File: src/rtl/servo_lock_supervisor.sv
// Lock-acquisition and rail-recovery supervisor for the PI/PD servo chain.
// Define LOCK_SWEEP_EN to build the SWEEP state and triangular sweep generator.
module servo_lock_supervisor #(
    parameter logic signed [15:0] RAIL_HI     = 16'sd32000,
    parameter logic signed [15:0] RAIL_LO     = -16'sd32000,
    parameter int                 RAIL_CYCLES = 1000,
    parameter logic        [15:0] LOCK_THRESH = 16'd256,
    parameter int                 LOCK_CYCLES = 10000,
    parameter int                 HOLD_CYCLES = 100,
    parameter logic signed [15:0] SWEEP_MIN   = -16'sd16384,
    parameter logic signed [15:0] SWEEP_MAX   = 16'sd16384,
    parameter logic        [15:0] SWEEP_STEP  = 16'd4
) (
    input  logic               clk_in,
    input  logic               rstn_in,
    input  logic               enable_in,
    input  logic signed [15:0] e_in,
    input  logic signed [15:0] servo_in,
    output logic               on_out,
    output logic               hold_out,
    output logic [1:0]         railed_out,
    output logic signed [15:0] sweep_out,
    output logic               locked_out,
    output logic [2:0]         state_out
);

    typedef enum logic [2:0] {
        S_IDLE    = 3'd0,
        S_SWEEP   = 3'd1,
        S_ACQUIRE = 3'd2,
        S_LOCKED  = 3'd3,
        S_RAILED  = 3'd4
    } state_t;

    localparam int RAIL_W = $clog2(RAIL_CYCLES + 1);
    localparam int LOCK_W = $clog2(LOCK_CYCLES + 1);
    localparam int HOLD_W = $clog2(HOLD_CYCLES + 1);
    localparam logic [RAIL_W-1:0] RAIL_MAX  = RAIL_W'(RAIL_CYCLES);
    localparam logic [LOCK_W-1:0] LOCK_LAST = LOCK_W'(LOCK_CYCLES - 1);
    localparam logic [HOLD_W-1:0] HOLD_LAST = HOLD_W'(HOLD_CYCLES - 1);

    localparam bit CFG_OK = (RAIL_LO < RAIL_HI) && (SWEEP_MIN < SWEEP_MAX) &&
                            (SWEEP_STEP != 16'd0);
    if (!CFG_OK) begin : g_bad_cfg
        $error("servo_lock_supervisor: inconsistent rail or sweep parameters");
    end

`ifdef LOCK_SWEEP_EN
    localparam state_t S_RESUME = S_SWEEP;
    localparam logic signed [16:0] STEP17 = {1'b0, SWEEP_STEP};
    localparam logic signed [16:0] MAX17  = {SWEEP_MAX[15], SWEEP_MAX};
    localparam logic signed [16:0] MIN17  = {SWEEP_MIN[15], SWEEP_MIN};
`else
    localparam state_t S_RESUME = S_ACQUIRE;
`endif

    // 17-bit magnitude so that -32768 maps to +32768 instead of wrapping
    function automatic logic [16:0] abs17(input logic signed [15:0] v);
        logic signed [16:0] w;
        w = {v[15], v};
        return w[16] ? 17'(-w) : 17'(w);
    endfunction

    function automatic int sat_inc(input int cnt, input int lim);
        return (cnt >= lim) ? lim : cnt + 1;
    endfunction

    state_t              state, state_nx;
    logic [RAIL_W-1:0]   rail_cnt, rail_cnt_nx;
    logic [LOCK_W-1:0]   lock_cnt, lock_cnt_nx;
    logic [HOLD_W-1:0]   hold_cnt, hold_cnt_nx;
    logic                in_win;
    logic                railed_any;
    logic                rail_evt;

    assign in_win     = abs17(e_in) <= {1'b0, LOCK_THRESH};
    assign railed_any = |railed_out;

`ifdef LOCK_SWEEP_EN
    logic signed [15:0] sweep_r, sweep_nx;
    logic signed [16:0] sweep_try;
    logic               dir_up, dir_up_nx;
`endif

    always_comb begin
        state_nx    = state;
        lock_cnt_nx = '0;
        hold_cnt_nx = '0;
        rail_cnt_nx = railed_any ? RAIL_W'(sat_inc(int'(rail_cnt), RAIL_CYCLES)) : '0;
        rail_evt    = rail_cnt_nx >= RAIL_MAX;
`ifdef LOCK_SWEEP_EN
        sweep_nx    = sweep_r;
        dir_up_nx   = dir_up;
        sweep_try   = '0;
`endif
        if (!enable_in) begin
            state_nx    = S_IDLE;
            rail_cnt_nx = '0;
`ifdef LOCK_SWEEP_EN
            sweep_nx    = '0;
            dir_up_nx   = 1'b1;
`endif
        end else begin
            case (state)
                S_IDLE: begin
                    state_nx = S_RESUME;
`ifdef LOCK_SWEEP_EN
                    dir_up_nx = 1'b1;
`endif
                end
`ifdef LOCK_SWEEP_EN
                S_SWEEP: begin
                    if (in_win) begin
                        state_nx = S_ACQUIRE;
                    end else begin
                        sweep_try = dir_up ? ({sweep_r[15], sweep_r} + STEP17)
                                           : ({sweep_r[15], sweep_r} - STEP17);
                        if (sweep_try >= MAX17) begin
                            sweep_nx  = SWEEP_MAX;
                            dir_up_nx = 1'b0;
                        end else if (sweep_try <= MIN17) begin
                            sweep_nx  = SWEEP_MIN;
                            dir_up_nx = 1'b1;
                        end else begin
                            sweep_nx  = sweep_try[15:0];
                        end
                    end
                end
`endif
                S_ACQUIRE: begin
                    // a rail event wins over a lock completing on the same cycle
                    if (rail_evt) begin
                        state_nx = S_RAILED;
                    end else if (in_win) begin
                        if (lock_cnt >= LOCK_LAST) state_nx = S_LOCKED;
                        else lock_cnt_nx = LOCK_W'(sat_inc(int'(lock_cnt), LOCK_CYCLES));
                    end
                end
                S_LOCKED: begin
                    if (rail_evt) state_nx = S_RAILED;
                end
                S_RAILED: begin
                    if (hold_cnt >= HOLD_LAST) state_nx = S_RESUME;
                    else hold_cnt_nx = HOLD_W'(sat_inc(int'(hold_cnt), HOLD_CYCLES));
                end
                default: state_nx = S_IDLE;
            endcase
        end
    end

    // outputs are decoded from the next state so they change on the same edge as state
    always_ff @(posedge clk_in) begin
        if (!rstn_in) begin
            state      <= S_IDLE;
            rail_cnt   <= '0;
            lock_cnt   <= '0;
            hold_cnt   <= '0;
            railed_out <= 2'b00;
            on_out     <= 1'b0;
            hold_out   <= 1'b0;
            locked_out <= 1'b0;
        end else begin
            state      <= state_nx;
            rail_cnt   <= rail_cnt_nx;
            lock_cnt   <= lock_cnt_nx;
            hold_cnt   <= hold_cnt_nx;
            railed_out <= {servo_in >= RAIL_HI, servo_in <= RAIL_LO};
            on_out     <= (state_nx == S_ACQUIRE) || (state_nx == S_LOCKED);
            hold_out   <= (state_nx == S_RAILED);
            locked_out <= (state_nx == S_LOCKED);
        end
    end

`ifdef LOCK_SWEEP_EN
    always_ff @(posedge clk_in) begin
        if (!rstn_in) begin
            sweep_r <= '0;
            dir_up  <= 1'b1;
        end else begin
            sweep_r <= sweep_nx;
            dir_up  <= dir_up_nx;
        end
    end

    assign sweep_out = sweep_r;
`else
    assign sweep_out = '0;
`endif

    assign state_out = state;

endmodule

File: config.mk
export PLATFORM = sky130hd
export DESIGN_NAME = servo_lock_supervisor
export DESIGN_NICKNAME = d
export VERILOG_FILES = /design/src/rtl/servo_lock_supervisor.sv
export SDC_FILE = /design/constraint.sdc
export NUM_CORES = 1
export LEC_CHECK = 0
export CORE_AREA = 2 2 80 82
export DETAILED_ROUTE_END_ITERATION = 6
export DIE_AREA = 0 0 82 84
export PLACE_DENSITY = 0.66
export SYNTH_ARGS = -nofsm -noshare
export SYNTH_HDL_FRONTEND = slang
export SYNTH_SLANG_ARGS = --single-unit
export TNS_END_PERCENT = 20
File: constraint.sdc
create_clock -name clk_in -period 3.17 [get_ports clk_in]
set_input_delay 0.4755 -clock clk_in [delete_from_list [all_inputs] [get_ports clk_in]]
set_output_delay 0.4755 -clock clk_in [all_outputs]
set_load 0.1 [all_outputs]
# Word-level counts from Yosys, hierarchy flattened
# Cells that the tools add are included.
# word_totals
regBits	39
out_inout_bits	24
elab_cells	54
# op_classes
n_addsub	4
n_lt_le_gt_ge	9
n_eq_ne	6
muxes	12
bitwise_logic	5
reduce_logical	8
# ops
operator	count
$ge A14 B14 Y1 const B	2
$ge A10 B10 Y1 const B	2
$mux W10	2
$mux W3	6
$le A17 B9 Y1 const B	1
$mux W17	1
$neg A16 Y17	1
$ge A16 B16 Y1 const B	1
$le A16 B16 Y1 const B	1
$add A14 B1 Y14 const B	1
$ge A7 B7 Y1 const B	2
$mux W14	1
$eq A3 B2 Y1 const B	4
$pmux W3 S4	1
$add A10 B1 Y10 const B	1
$add A7 B1 Y7 const B	1
$mux W7	1
$reduce_or A7 Y1	1
$eq A3 B3 Y1 const B	2
$reduce_or A6 Y1	1
$not A1 Y1	5
$reduce_or A5 Y1	1
$reduce_or A4 Y1	1
$logic_not A3 Y1	1
3 further kinds	3

# Depth between registers and ports, before layout
# logic_depth
ltp_word	9
mapped_depth	9

# Worst setup path before layout
# No wires, ideal clock.
# synth_timing
path_type	input-to-reg
from	input e_in[0]
to	register lock_cnt[10]
arrival_time_ns	2.470
slack_ns	0.627
path_stages	9
path_buffers	1
cell_sequence	inv_1 > ha_1 > or3b_2 > or2_0 > or4b_1 > o221ai_1 > nand3_2 > buf_6 > nor3_2
# synth_between
elab_chain_len	5
# synth_rtl
item	line_no	rtl
start: declaration	17	input logic signed [15:0] e_in,
$neg A16 Y17	61	return w[16] ? 17'(-w) : 17'(w);
$mux W17 *	61	
$le A17 B9 Y1 *	76	assign in_win = abs17(e_in) <= {1'b0, LOCK_THRESH};
$not A1 Y1 (no source line) *	--	
$reduce_or A6 Y1 (no source line) *	--	
end signal: assignment	165	lock_cnt <= lock_cnt_nx;
end: declaration	70	logic [LOCK_W-1:0] lock_cnt, lock_cnt_nx;
# Every way passes the cells marked *; elsewhere a longest branch is shown, timed or not.
# A chain may end at the register's enable or synchronous reset.

# Worst setup path in the final report
# layout_timing
from	input e_in[1]
to	register lock_cnt[5]
# layout_between
elab_chain_len	5
# layout_rtl
item	line_no
$neg A16 Y17	61
$mux W17 *	61
$le A17 B9 Y1 *	76
$not A1 Y1 (no source line) *	--
$reduce_or A7 Y1 (no source line) *	--
# Marked as above.

==> summary.txt <==
Clock network
  – Max Root-Sink Buffers: 2
  – Post-CTS setup buffers: 0
  – Post-cts resize count: 0
  – Later-pin clock latency in the skew report: 0.29 ns
  – Hold-fix buffers, CTS: 0
  – CTS tree: built
  – Worst-path clk slew: around 0.080 ns
  – H-tree depth: 2
  – Clock sink count: 39
  – Root Buffer: clkbuf_8
  – CTS Buf Count: 5

Timing
  – Max-slew violation count: 0
  – Min Tclk post-route: 2.806 ns
  – Rel. slew slack: between 30 and 40%
  – Achievable Freq: 356.4 MHz
  – Final setup viols: 0
  – Fin Setup TNS: 0 ns
  – Tightest hold margin: approximately 0.46 ns
  – RSZ-0062 raised after global routing: no
  – Final Hold Viols: 0
  – Final period util: between 80% and 90%
  – Worst-margin pin slew: 0.9618 ns
  – Final Skew: roughly 0.0075 ns

Worst setup path
  – Worst setup SP type: primary input
  – WP data required: ~3.4 ns
  – Critical path peak fanout: 14
  – Worst Reg-to-Reg Cells: 7
  – Crit path capture type: flip-flop
  – Arrival time worst endpoint: ~3.0 ns
  – Critical path class: in -> reg

Logic synthesis
  – Simple-gate portion of the synthesized area: 30.06%
  – Ys async rst share: 0%
  – Area contributors post-synth: dfxtp_1 (33%), xnor2_1 (5.6%), buf_4 (5.1%)
  – Compound-Gate Fraction of Synth Area: 13.88%
  – Gate Count Post-Synth: roughly 280
  – Mapped Area: 2343 sq um
  – Main combinational cell family by area after synthesis: simple AND/OR/NAND/NOR gates
  – Most common cell in the netlist: dfxtp_1
  – Post-synth top area share: between 30% and 40%
  – Number of flops mapped to enable cells by yosys: 0
  – Post-Synth Adder-Cell Area: 3.737%
  – Post-synthesis mux area share: less than 1%
  – Seq cells post-synth: 39
  – Synth cell types: 57
  – Mean post-synth cell area: about 8.3 sq um
  – Register area share after synthesis: between 30% and 40%
  – Post-synthesis xor/xnor area fraction: under 10%
  – Main synth FF type: dfxtp_1
  – Synth warn: 0
  – Synth cell count leaders: dfxtp_1 (39), nor2_1 (30), inv_1 (20)
  – Area leader, netlist: dfxtp_1

Global route
  – First-pass GRT wire length: slightly below 8000 um
  – Gr usage total: 14.06%
  – Pin count of the biggest net entering global routing: 15
  – Remaining Overflow, GRT: 0
  – Vias in the first global route: 1,916
  – Antenna violations before repair: 0

Route
  – Antenna-violating nets left: 0
  – Wire per inst: roughly 12 um
  – DRT Pass-1 Iters: 4
  – Number of remaining DRC errors: 0
  – Vias per cell: between 5 and 6
  – Total wire length: 4672 um
  – DR iter-0 viols: 84
  – Routed via count: 2,077

Pwr
  – Leakage power: about 0.001 uW
  – Int Power: slightly below 800 uW
  – Sequential Power Share: 45.3%
  – Logic pwr share: 18.0%
  – Power Dens Cells: about 380 nW/um^2
  – Clock network power share: roughly 37%
  – Psw: 306.1 uW
  – Switching share of power: between 20% and 30%
  – Total power: between 1000 and 1500 uW
  – VDD IR max: approximately 0.18 mV

Final layout
  – Reg area: ~800 sq um
  – Fillers: 618
  – Antenna cells: 0
  – Area of the multi-input gates: 1364 sq um
  – Area grow syn2layout: 23.12%
  – Fraction of layout cells with a size suffix above 1: between 10% and 20%
  – Net count, final: 369
  – Util after Layout: 47.33%

Worst hold path
  – Worst min path class: reg -> reg
  – Hold Path Depth: 1

Place
  – Buffers on Ports: 42
  – RePlAce Congestion: about 0.82
  – Post-DP HPWL: between 3000 and 4000 um

Die
  – Initial core utilization: between 30 and 40%
  – Die height: about 84 um
  – Die width: slightly above 80 um
  – Die area: a little under 7000 sq um
  – Core ar.: 6096 sq um
  – I/O pins: just under 60
  – Num rows: 29

Outcome
  – Status: finished, final reports clean

Run
  – Max cap viols: 0
-- path summary, 6_finish.rpt --
path | startpoint | to | slack [ns]
worst min-delay path | rail_cnt[0]$_SDFF_PN0_ | rail_cnt[0]$_SDFF_PN0_ | 0.46
worst max register to register | lock_cnt[12]$_SDFF_PP0_ | lock_cnt[5]$_SDFF_PP0_ | 0.83
worst min register to register | rail_cnt[0]$_SDFF_PN0_ | rail_cnt[0]$_SDFF_PN0_ | 0.46
worst max-delay path | e_in[1] | lock_cnt[5]$_SDFF_PP0_ | 0.36
-- critical path, cell delays in order --
cell and delay, ns:
clkdlybuf4s50_1 0.42, inv_1 0.06, ha_1 0.14, or3b_2 0.49
nor4_1 0.37, mux2i_1 0.18, a2111oi_4 0.37, nand3_2 0.15
buf_12 0.17, nor3_1 0.17
-- flip-flops by register name, indices dropped and copies added (netlist names) --
name        count
rail_cnt       10
hold_cnt        7
locked_out      1
state_out       3
on_out          1
railed_out      2
hold_out        1
lock_cnt       14
-- final cells by class --
cell class	count	area share (%)
clock buffers	5	2.385
clock inverters	2	1.301
inverters	20	2.602
flip-flops and latches	39	27.06
well taps	77	3.339
multi-input cells	213	47.27
repair buffers	48	16.05
-- through the flow --
stage	cell area, sq um	setup WS, ns	cells
after floorplan	2400	0.6272	297
after global placement	2779	0.1434	397
after detailed placement	2779	0.05326	397
after CTS	2885	0.3588	404
after global routing	2885	0.1057	404
final	2885	0.3644	404
-- routing by layer --
| layer | part of all wire (%) | vias to the layer above | wire (um) | track usage [%] |
|---|---|---|---|---|
| li1 | - | 1053 | - | - |
| met1 | 47 | 955 | 2175 | 17.19 |
| met2 | 46 | 65 | 2127 | 23.87 |
| met3 | 7.1 | 4 | 333 | 3.680 |
| met4 | 0.75 | 0 | 35 | 3.939 |
| met5 | 0 | - | 0 | 0 |
-- power groups by stage --
stage | clock network, uW | logic, uW | registers (uW)
3_5_place_dp | 0 | 194 | 504
6_report | 400 | 196 | 492
2_1_floorplan | 0 | 137 | 515
3_3_place_gp | 0 | 194 | 504
5_1_grt | 430 | 206 | 492
4_1_cts | 413 | 195 | 492
-- cell usage in the layout, fill, tap and decap left out, drive strengths merged, types with 6 or more instances in the layout --
master and count:
nor3 23, xnor2 15, nand2 14, conb 16, a31oi 8, clkdlybuf4s50 36
a21oi 14, dfxtp 39, inv 20, nand4 7, nor2 30, nand3 12
o21ai 9, buf 12, nor4 6, ha 7
-- cell families (layout without fill, tap and decap cells) --
logic type,Yosys count,count (layout)
XOR/XNOR,19,19
other,1,16
multiplexers,2,2
AND/OR/NAND/NOR,123,123
adder cells (fa/ha/maj),7,7
buffers and inverters,45,75
flip-flops,39,39
AO/OA/AOI/OAI,46,46
Power figures use the tool's default switching activity.
